### config.mk
export PLATFORM = sky130hd
export DESIGN_NAME = uart_baud_gen_prog_flat
export DESIGN_NICKNAME = d
export VERILOG_FILES = /design/src/rtl/uart_baud_gen_prog_if.sv /design/src/rtl/uart_baud_gen_prog.sv /design/src/flat_wrapper.sv
export SDC_FILE = /design/constraint.sdc
export NUM_CORES = 1
export LEC_CHECK = 0
export BUFFER_PORTS_ARGS = -buffer_cell sky130_fd_sc_hd__buf_2
export CORE_MARGIN = 5
export CORE_UTILIZATION = 55
export CTS_BUF_LIST = sky130_fd_sc_hd__clkbuf_8
export DETAILED_ROUTE_END_ITERATION = 10
export PLACE_DENSITY_LB_ADDON = 0.3
export SLEW_MARGIN = 20
export SYNTH_ARGS = -nofsm -noshare
export SYNTH_HDL_FRONTEND = slang
export SYNTH_SLANG_ARGS = --single-unit
### constraint.sdc
create_clock -name clk -period 2.9 [get_ports clk]
set_input_delay 0.58 -clock clk [delete_from_list [all_inputs] [get_ports clk]]
set_output_delay 0.58 -clock clk [all_outputs]
set_load 0.005 [all_outputs]
### src/rtl/uart_baud_gen_prog_if.sv
// uart_baud_gen_prog_if: config and tick bundle between the register block (master) and the baud generator (slave).
// Signals: enable, cfg_div_int/cfg_div_frac/cfg_os16/cfg_load (to generator); cfg_pending, rx_tick, tx_tick (from generator).
interface uart_baud_gen_prog_if #(
    parameter int DIV_W  = 16,
    parameter int FRAC_W = 4
);
    logic              enable;
    logic [DIV_W-1:0]  cfg_div_int;
    logic [FRAC_W-1:0] cfg_div_frac;
    logic              cfg_os16;
    logic              cfg_load;
    logic              cfg_pending;
    logic              rx_tick;
    logic              tx_tick;
    modport master (
        output enable, cfg_div_int, cfg_div_frac, cfg_os16, cfg_load,
        input  cfg_pending, rx_tick, tx_tick
    );
    modport slave (
        input  enable, cfg_div_int, cfg_div_frac, cfg_os16, cfg_load,
        output cfg_pending, rx_tick, tx_tick
    );
endinterface

### src/rtl/uart_baud_gen_prog.sv
// uart_baud_gen_prog: runtime-programmable UART baud tick generator (rx oversample tick, tx bit tick).
// Ports: clk, reset (sync, active high), bus (slave modport: enable, cfg_* in; cfg_pending, rx_tick, tx_tick out).
// Build option: define UART_BAUD_FRAC_EN to include the fractional divisor accumulator.
module uart_baud_gen_prog #(
    parameter int SYSTEM_CLK   = 100000000,
    parameter int BAUD_RATE    = 9600,
    parameter int DIV_W        = 16,
    parameter int FRAC_W       = 4,
    parameter bit DEFAULT_OS16 = 1'b0,
    parameter int DEFAULT_DIV  = (SYSTEM_CLK / (BAUD_RATE * 8)) % (2 ** DIV_W)
) (
    input logic                 clk,
    input logic                 reset,
    uart_baud_gen_prog_if.slave bus
);
    localparam logic [DIV_W-1:0] DEF_T   = DIV_W'(DEFAULT_DIV);
    localparam logic [DIV_W-1:0] RST_DIV = (DEF_T < DIV_W'(2)) ? DIV_W'(2) : DEF_T;
    logic [DIV_W-1:0] d_a_q, d_s_q, cnt_q;
    logic             os16_a_q, os16_s_q, pend_q, rx_q, tx_q;
    logic [3:0]       os_cnt_q;
    logic [DIV_W:0]   last;
    logic             extra, wrap, apply, os_wrap;
    // One extra bit so D_a + extra cannot overflow when D_a is at its maximum.
    assign last    = {1'b0, d_a_q} + (DIV_W+1)'(extra) - (DIV_W+1)'(1);
    assign wrap    = bus.enable && ({1'b0, cnt_q} == last);
    // Disabled: a pending load applies on the very next edge.
    assign apply   = pend_q && (wrap || !bus.enable);
    assign os_wrap = os_cnt_q == (os16_a_q ? 4'd15 : 4'd7);
    always_ff @(posedge clk) begin
        if (reset) begin
            d_a_q    <= RST_DIV;
            d_s_q    <= RST_DIV;
            os16_a_q <= DEFAULT_OS16;
            os16_s_q <= DEFAULT_OS16;
            pend_q   <= 1'b0;
            cnt_q    <= '0;
            os_cnt_q <= '0;
            rx_q     <= 1'b0;
            tx_q     <= 1'b0;
        end else begin
            if (bus.cfg_load) begin
                d_s_q    <= (bus.cfg_div_int < DIV_W'(2)) ? DIV_W'(2) : bus.cfg_div_int;
                os16_s_q <= bus.cfg_os16;
            end
            // The apply at this edge uses the old shadow; a same-cycle load stays pending.
            if (apply) begin
                d_a_q    <= d_s_q;
                os16_a_q <= os16_s_q;
            end
            pend_q   <= bus.cfg_load || (pend_q && !apply);
            cnt_q    <= (!bus.enable || wrap) ? '0 : cnt_q + DIV_W'(1);
            os_cnt_q <= (!bus.enable || apply) ? '0 : !wrap ? os_cnt_q : os_wrap ? '0 : os_cnt_q + 4'd1;
            rx_q     <= wrap;
            tx_q     <= wrap && os_wrap;
        end
    end
`ifdef UART_BAUD_FRAC_EN
    logic [FRAC_W-1:0] f_a_q, f_s_q, acc_q;
    logic [FRAC_W:0]   sum;
    logic              extra_q;
    assign sum   = {1'b0, acc_q} + {1'b0, f_a_q};
    assign extra = extra_q;
    // Carry out of the accumulator lengthens the following period by one cycle.
    always_ff @(posedge clk) begin
        if (reset) begin
            f_a_q   <= '0;
            f_s_q   <= '0;
            acc_q   <= '0;
            extra_q <= 1'b0;
        end else begin
            if (bus.cfg_load) f_s_q <= bus.cfg_div_frac;
            if (apply) f_a_q <= f_s_q;
            acc_q   <= (!bus.enable || apply) ? '0 : wrap ? sum[FRAC_W-1:0] : acc_q;
            extra_q <= (!bus.enable || apply) ? 1'b0 : wrap ? sum[FRAC_W] : extra_q;
        end
    end
`else
    assign extra = 1'b0;
`endif
    assign bus.cfg_pending = pend_q;
    assign bus.rx_tick     = rx_q;
    assign bus.tx_tick     = tx_q;
endmodule

### src/flat_wrapper.sv
// flat-port wrapper written by rule: the top's interface ports become plain ports
module uart_baud_gen_prog_flat 
#(
    parameter int SYSTEM_CLK   = 100000000,
    parameter int BAUD_RATE    = 9600,
    parameter int DIV_W        = 16,
    parameter int FRAC_W       = 4,
    parameter bit DEFAULT_OS16 = 1'b0,
    parameter int DEFAULT_DIV  = (SYSTEM_CLK / (BAUD_RATE * 8)) % (2 ** DIV_W)
)
  (clk, reset, bus_enable, bus_cfg_div_int, bus_cfg_div_frac, bus_cfg_os16, bus_cfg_load, bus_cfg_pending, bus_rx_tick, bus_tx_tick);
  uart_baud_gen_prog_if #(.DIV_W(DIV_W), .FRAC_W(FRAC_W)) bus_i ();
  input logic clk;
  input logic reset;
  input wire logic [$bits(bus_i.enable)-1:0] bus_enable;
  input wire logic [$bits(bus_i.cfg_div_int)-1:0] bus_cfg_div_int;
  input wire logic [$bits(bus_i.cfg_div_frac)-1:0] bus_cfg_div_frac;
  input wire logic [$bits(bus_i.cfg_os16)-1:0] bus_cfg_os16;
  input wire logic [$bits(bus_i.cfg_load)-1:0] bus_cfg_load;
  output wire logic [$bits(bus_i.cfg_pending)-1:0] bus_cfg_pending;
  output wire logic [$bits(bus_i.rx_tick)-1:0] bus_rx_tick;
  output wire logic [$bits(bus_i.tx_tick)-1:0] bus_tx_tick;
  assign bus_i.enable = bus_enable;
  assign bus_i.cfg_div_int = bus_cfg_div_int;
  assign bus_i.cfg_div_frac = bus_cfg_div_frac;
  assign bus_i.cfg_os16 = bus_cfg_os16;
  assign bus_i.cfg_load = bus_cfg_load;
  assign bus_cfg_pending = bus_i.cfg_pending;
  assign bus_rx_tick = bus_i.rx_tick;
  assign bus_tx_tick = bus_i.tx_tick;
  uart_baud_gen_prog #(.SYSTEM_CLK(SYSTEM_CLK), .BAUD_RATE(BAUD_RATE), .DIV_W(DIV_W), .FRAC_W(FRAC_W), .DEFAULT_OS16(DEFAULT_OS16), .DEFAULT_DIV(DEFAULT_DIV)) u_core (.clk(clk), .reset(reset), .bus(bus_i));
endmodule
==> flow_summary.toml <==
[global_routing]
antenna_found_initial = 0
grt_max_degree = 57
grt_pass1_vias = 2434
grt_usage_pct = 18.3
grt_overflow = 0
grt_pass1_wl_microns = 10800

[cells_and_area]
final_nets = 405
antenna_cells = 0
area_delta_synth_final_pct = 17.4
fill_cells = 471
final_cell_mix = "nor2_1, dfxtp_1, mux2i_1, nand2b_1, buf_2"
drive_above_1_share_pct = 17.8

[pwr]
power-per-cell-area_mw_per_mm2 = 518
power_mw = 1.86
ir_drop_uv = 382
leakagePower_nw = 1.39

[floorplanning]
die_x_microns = 84.6
start_util_pct = 55.9
dieArea_sq_mm = 0.00716
rows = 27
num_io_pins = 28
core_area_sq_mm = 0.00547
die_h_microns = 84.6

[placed_design]
portBuffers = 23
gp_congestion = 0.826
dpl.hpwl_microns = 4390

[sta]
rsz0062_at_grt = "yes"
finalMaxSlewViolations = 0
finalCritPeriodShare_pct = 99.9
setup_violations = 0
hold_viol = 0
fin_worst_skew_ps = 6.64
max_slew_margin_pct = 47.2
period_needed_ps = 2900
worst_slew_pin_slew_ps = 792
clock.fmax_mhz = 345
tns_ps = 0

[synth]
yosys_register_bits = 57
yosysSeqAreaShare_pct = 37.3
synth_cell_types = 51
syn_avg_cell_area_sq_um = 8.85
yosysWarningCount = 0
synth_edf_count = 0
netlist_area_sq_mm = 0.00306
synth_top_area_share_pct = 37.3
synth_area_leaders = "dfxtp_1, mux2i_1, nor2_1"
ys.flop_type = "dfxtp_1"
synth_area_leader_cell = "dfxtp_1"
synth_nets = 374
synth_cells = 346
async_flop_share_pct = 0

[min_path]
min_to = "u_core.d_s_q[10]"
hold_class = "primary input to flop"
min_from = "bus_cfg_div_int[10]"
min_path_cells = 2

[routing]
wl_per_cell_microns = 13.5
viasPerCell = 5.39
vias = 2446
dr.first_iter.drc_count = 152
drcViolationCount = 0
firstDrtPassIters = 4
drt-total-wl_microns = 6120
ant_nets = 0

[clock_tree]
cts_buffer_depth = 2
clock-sinks = 57
clk_latency_ps = 330
cts_hold_buf = 0
cts_tree = "done"
numCtsBuffers = 9
path_clk_slew_ps = 70
cts_root_buf = "clkbuf_8"
htree_levels = 3

[setup_path]
timing.rr.start = "u_core.d_a_q[0]"
crit_family = "simple AND/OR/NAND/NOR gates"
cp_num_buf_inv = 2
worstPathCellList = "inv_2 > ha_4 > nor4b_4 > nand4b_1 > mux2i_1 > or4_1 > or4b_4 > nor4_4 > buf_4 > mux2i_1 > nor2_1"
reg2reg_depth = 11
worstPathRequired_ps = 3120
worstSetupStartpointType = "flop"
crit_slowest_cell = "or4b_4"
crit_path_max_fanout = 6
crit_path_end_kind = "flop"
rrSetupSlack_ps = 2
crit_top_cell = "mux2i_1"
slowest_delay_ps = 540
path_class = "flop to flop"
reg2reg_to = "u_core.os_cnt_q[1]"
arrival_ps = 3120

[run]
maxCapViolCount = 0

[run_status]
status = "finished clean"
worst reg2reg max path: stages (launching register included):
cell      delay, ps
dfxtp_2         340
inv_2            60
ha_4            130
nor4b_4         230
nand4b_1        150
mux2i_1         170
or4_1           480
or4b_4          540
nor4_4          260
buf_4           190
mux2i_1         180
nor2_1           50
layout make-up:
cell class / count / area [sq um] / area share, %
well taps: 72 / 90.1 / 2.51
flip-flops and latches: 57 / 1140 / 31.8
repair buffers: 40 / 285 / 7.94
clock buffers: 10 / 138 / 3.83
inverters: 7 / 26.3 / 0.731
clock inverters: 6 / 106 / 2.96
multi-input cells: 262 / 1800 / 50.2
per-layer routing:
layer | GRT usage [%] | routed length (microns) | vias up | part of all wire, %
met5 | 0 | 0 | - | 0
met4 | 7.91 | 99 | 0 | 1.6
met3 | 4.02 | 203 | 13 | 3.3
met2 | 29.9 | 2870 | 50 | 47
met1 | 23.2 | 2940 | 1124 | 48
li1 | - | - | 1259 | -
logic make-up (layout without fill, tap and decap cells):
logic type	count (synthesis)	count (layout)	synth area share [%]
adder cells (fa/ha/maj)	3	3	1.23
AND/OR/NAND/NOR	162	162	29.0
flip-flops	57	57	37.3
multiplexers	33	33	10.8
XOR/XNOR	35	35	10.0
buffers and inverters	27	63	4.42
AO/OA/AOI/OAI	29	29	7.28
flip-flops by register name, summed over array words and instances, names as in the netlist:
name                    flops
u_core.bus.cfg_pending      1
u_core.bus.rx_tick          1
u_core.os16_s_q             1
u_core.d_s_q               16
u_core.os_cnt_q             4
u_core.bus.tx_tick          1
u_core.os16_a_q             1
u_core.cnt_q               16
u_core.d_a_q               16
how the worst max path moves through the flow:
stage	endpoint	slack, ps	cells past startpoint	from
after global routing	u_core.d_a_q[14]	-140	11	u_core.d_a_q[0]
after CTS	u_core.os_cnt_q[1]	-30	11	u_core.d_a_q[1]
after floorplan	u_core.d_a_q[0]	-100	12	u_core.d_a_q[0]
final	u_core.os_cnt_q[1]	2	11	u_core.d_a_q[0]
after global placement	u_core.os_cnt_q[0]	-20	11	u_core.d_a_q[1]
after detailed placement	u_core.os_cnt_q[1]	-9	11	u_core.d_a_q[1]
metrics by stage:
| step | util (%) | hold slack (ps) | cell area [sq um] | worst slack, ps | cells |
|---|---|---|---|---|---|
| floorplan | - | 437 | 3080 | -103 | 346 |
| global placement | 60.6 | 447 | 3320 | -16.3 | 437 |
| detailed placement | 60.6 | 468 | 3320 | -9.31 | 437 |
| CTS | 65.2 | 454 | 3570 | -26.9 | 453 |
| global route | 65.7 | 475 | 3590 | -143 | 454 |
| finish | 65.7 | 468 | 3590 | 2.19 | 454 |
synthesized netlist by cell type (2+ instances only):
cell type	instances
dfxtp_1	57
nor2_1	55
mux2i_1	33
nand2b_1	26
xnor2_1	21
nand2_1	17
nand3_1	16
xor2_1	14
clkbuf_1	13
nor3_1	8
inv_1	7
a211o_1	6
nand4_1	6
and3_1	5
nor2b_1	5
nor4_1	5
a21oi_1	4
ha_1	3
o31ai_1	3
a21o_1	2
a31oi_1	2
and2_1	2
buf_1	2
buf_2	2
buf_6	2
nand4b_1	2
o21a_1	2
or3_1	2
or4_1	2
where the power goes:
group	switching [mW]	total (mW)	internal (mW)	leakage, nW
clock	0.322	0.912	0.589	0.124
sequential	0.0152	0.820	0.805	0.464
combinational	0.0660	0.131	0.0645	0.803
total	0.403	1.86	1.46	1.39
repair_timing:
action	4_1_cts	5_1_grt
setup endpoints to repair	18	37
setup buffers	0	0
gates cloned	0	1
gates resized for setup	1	1
pin swaps	0	1
Power figures use the tool's default switching activity.
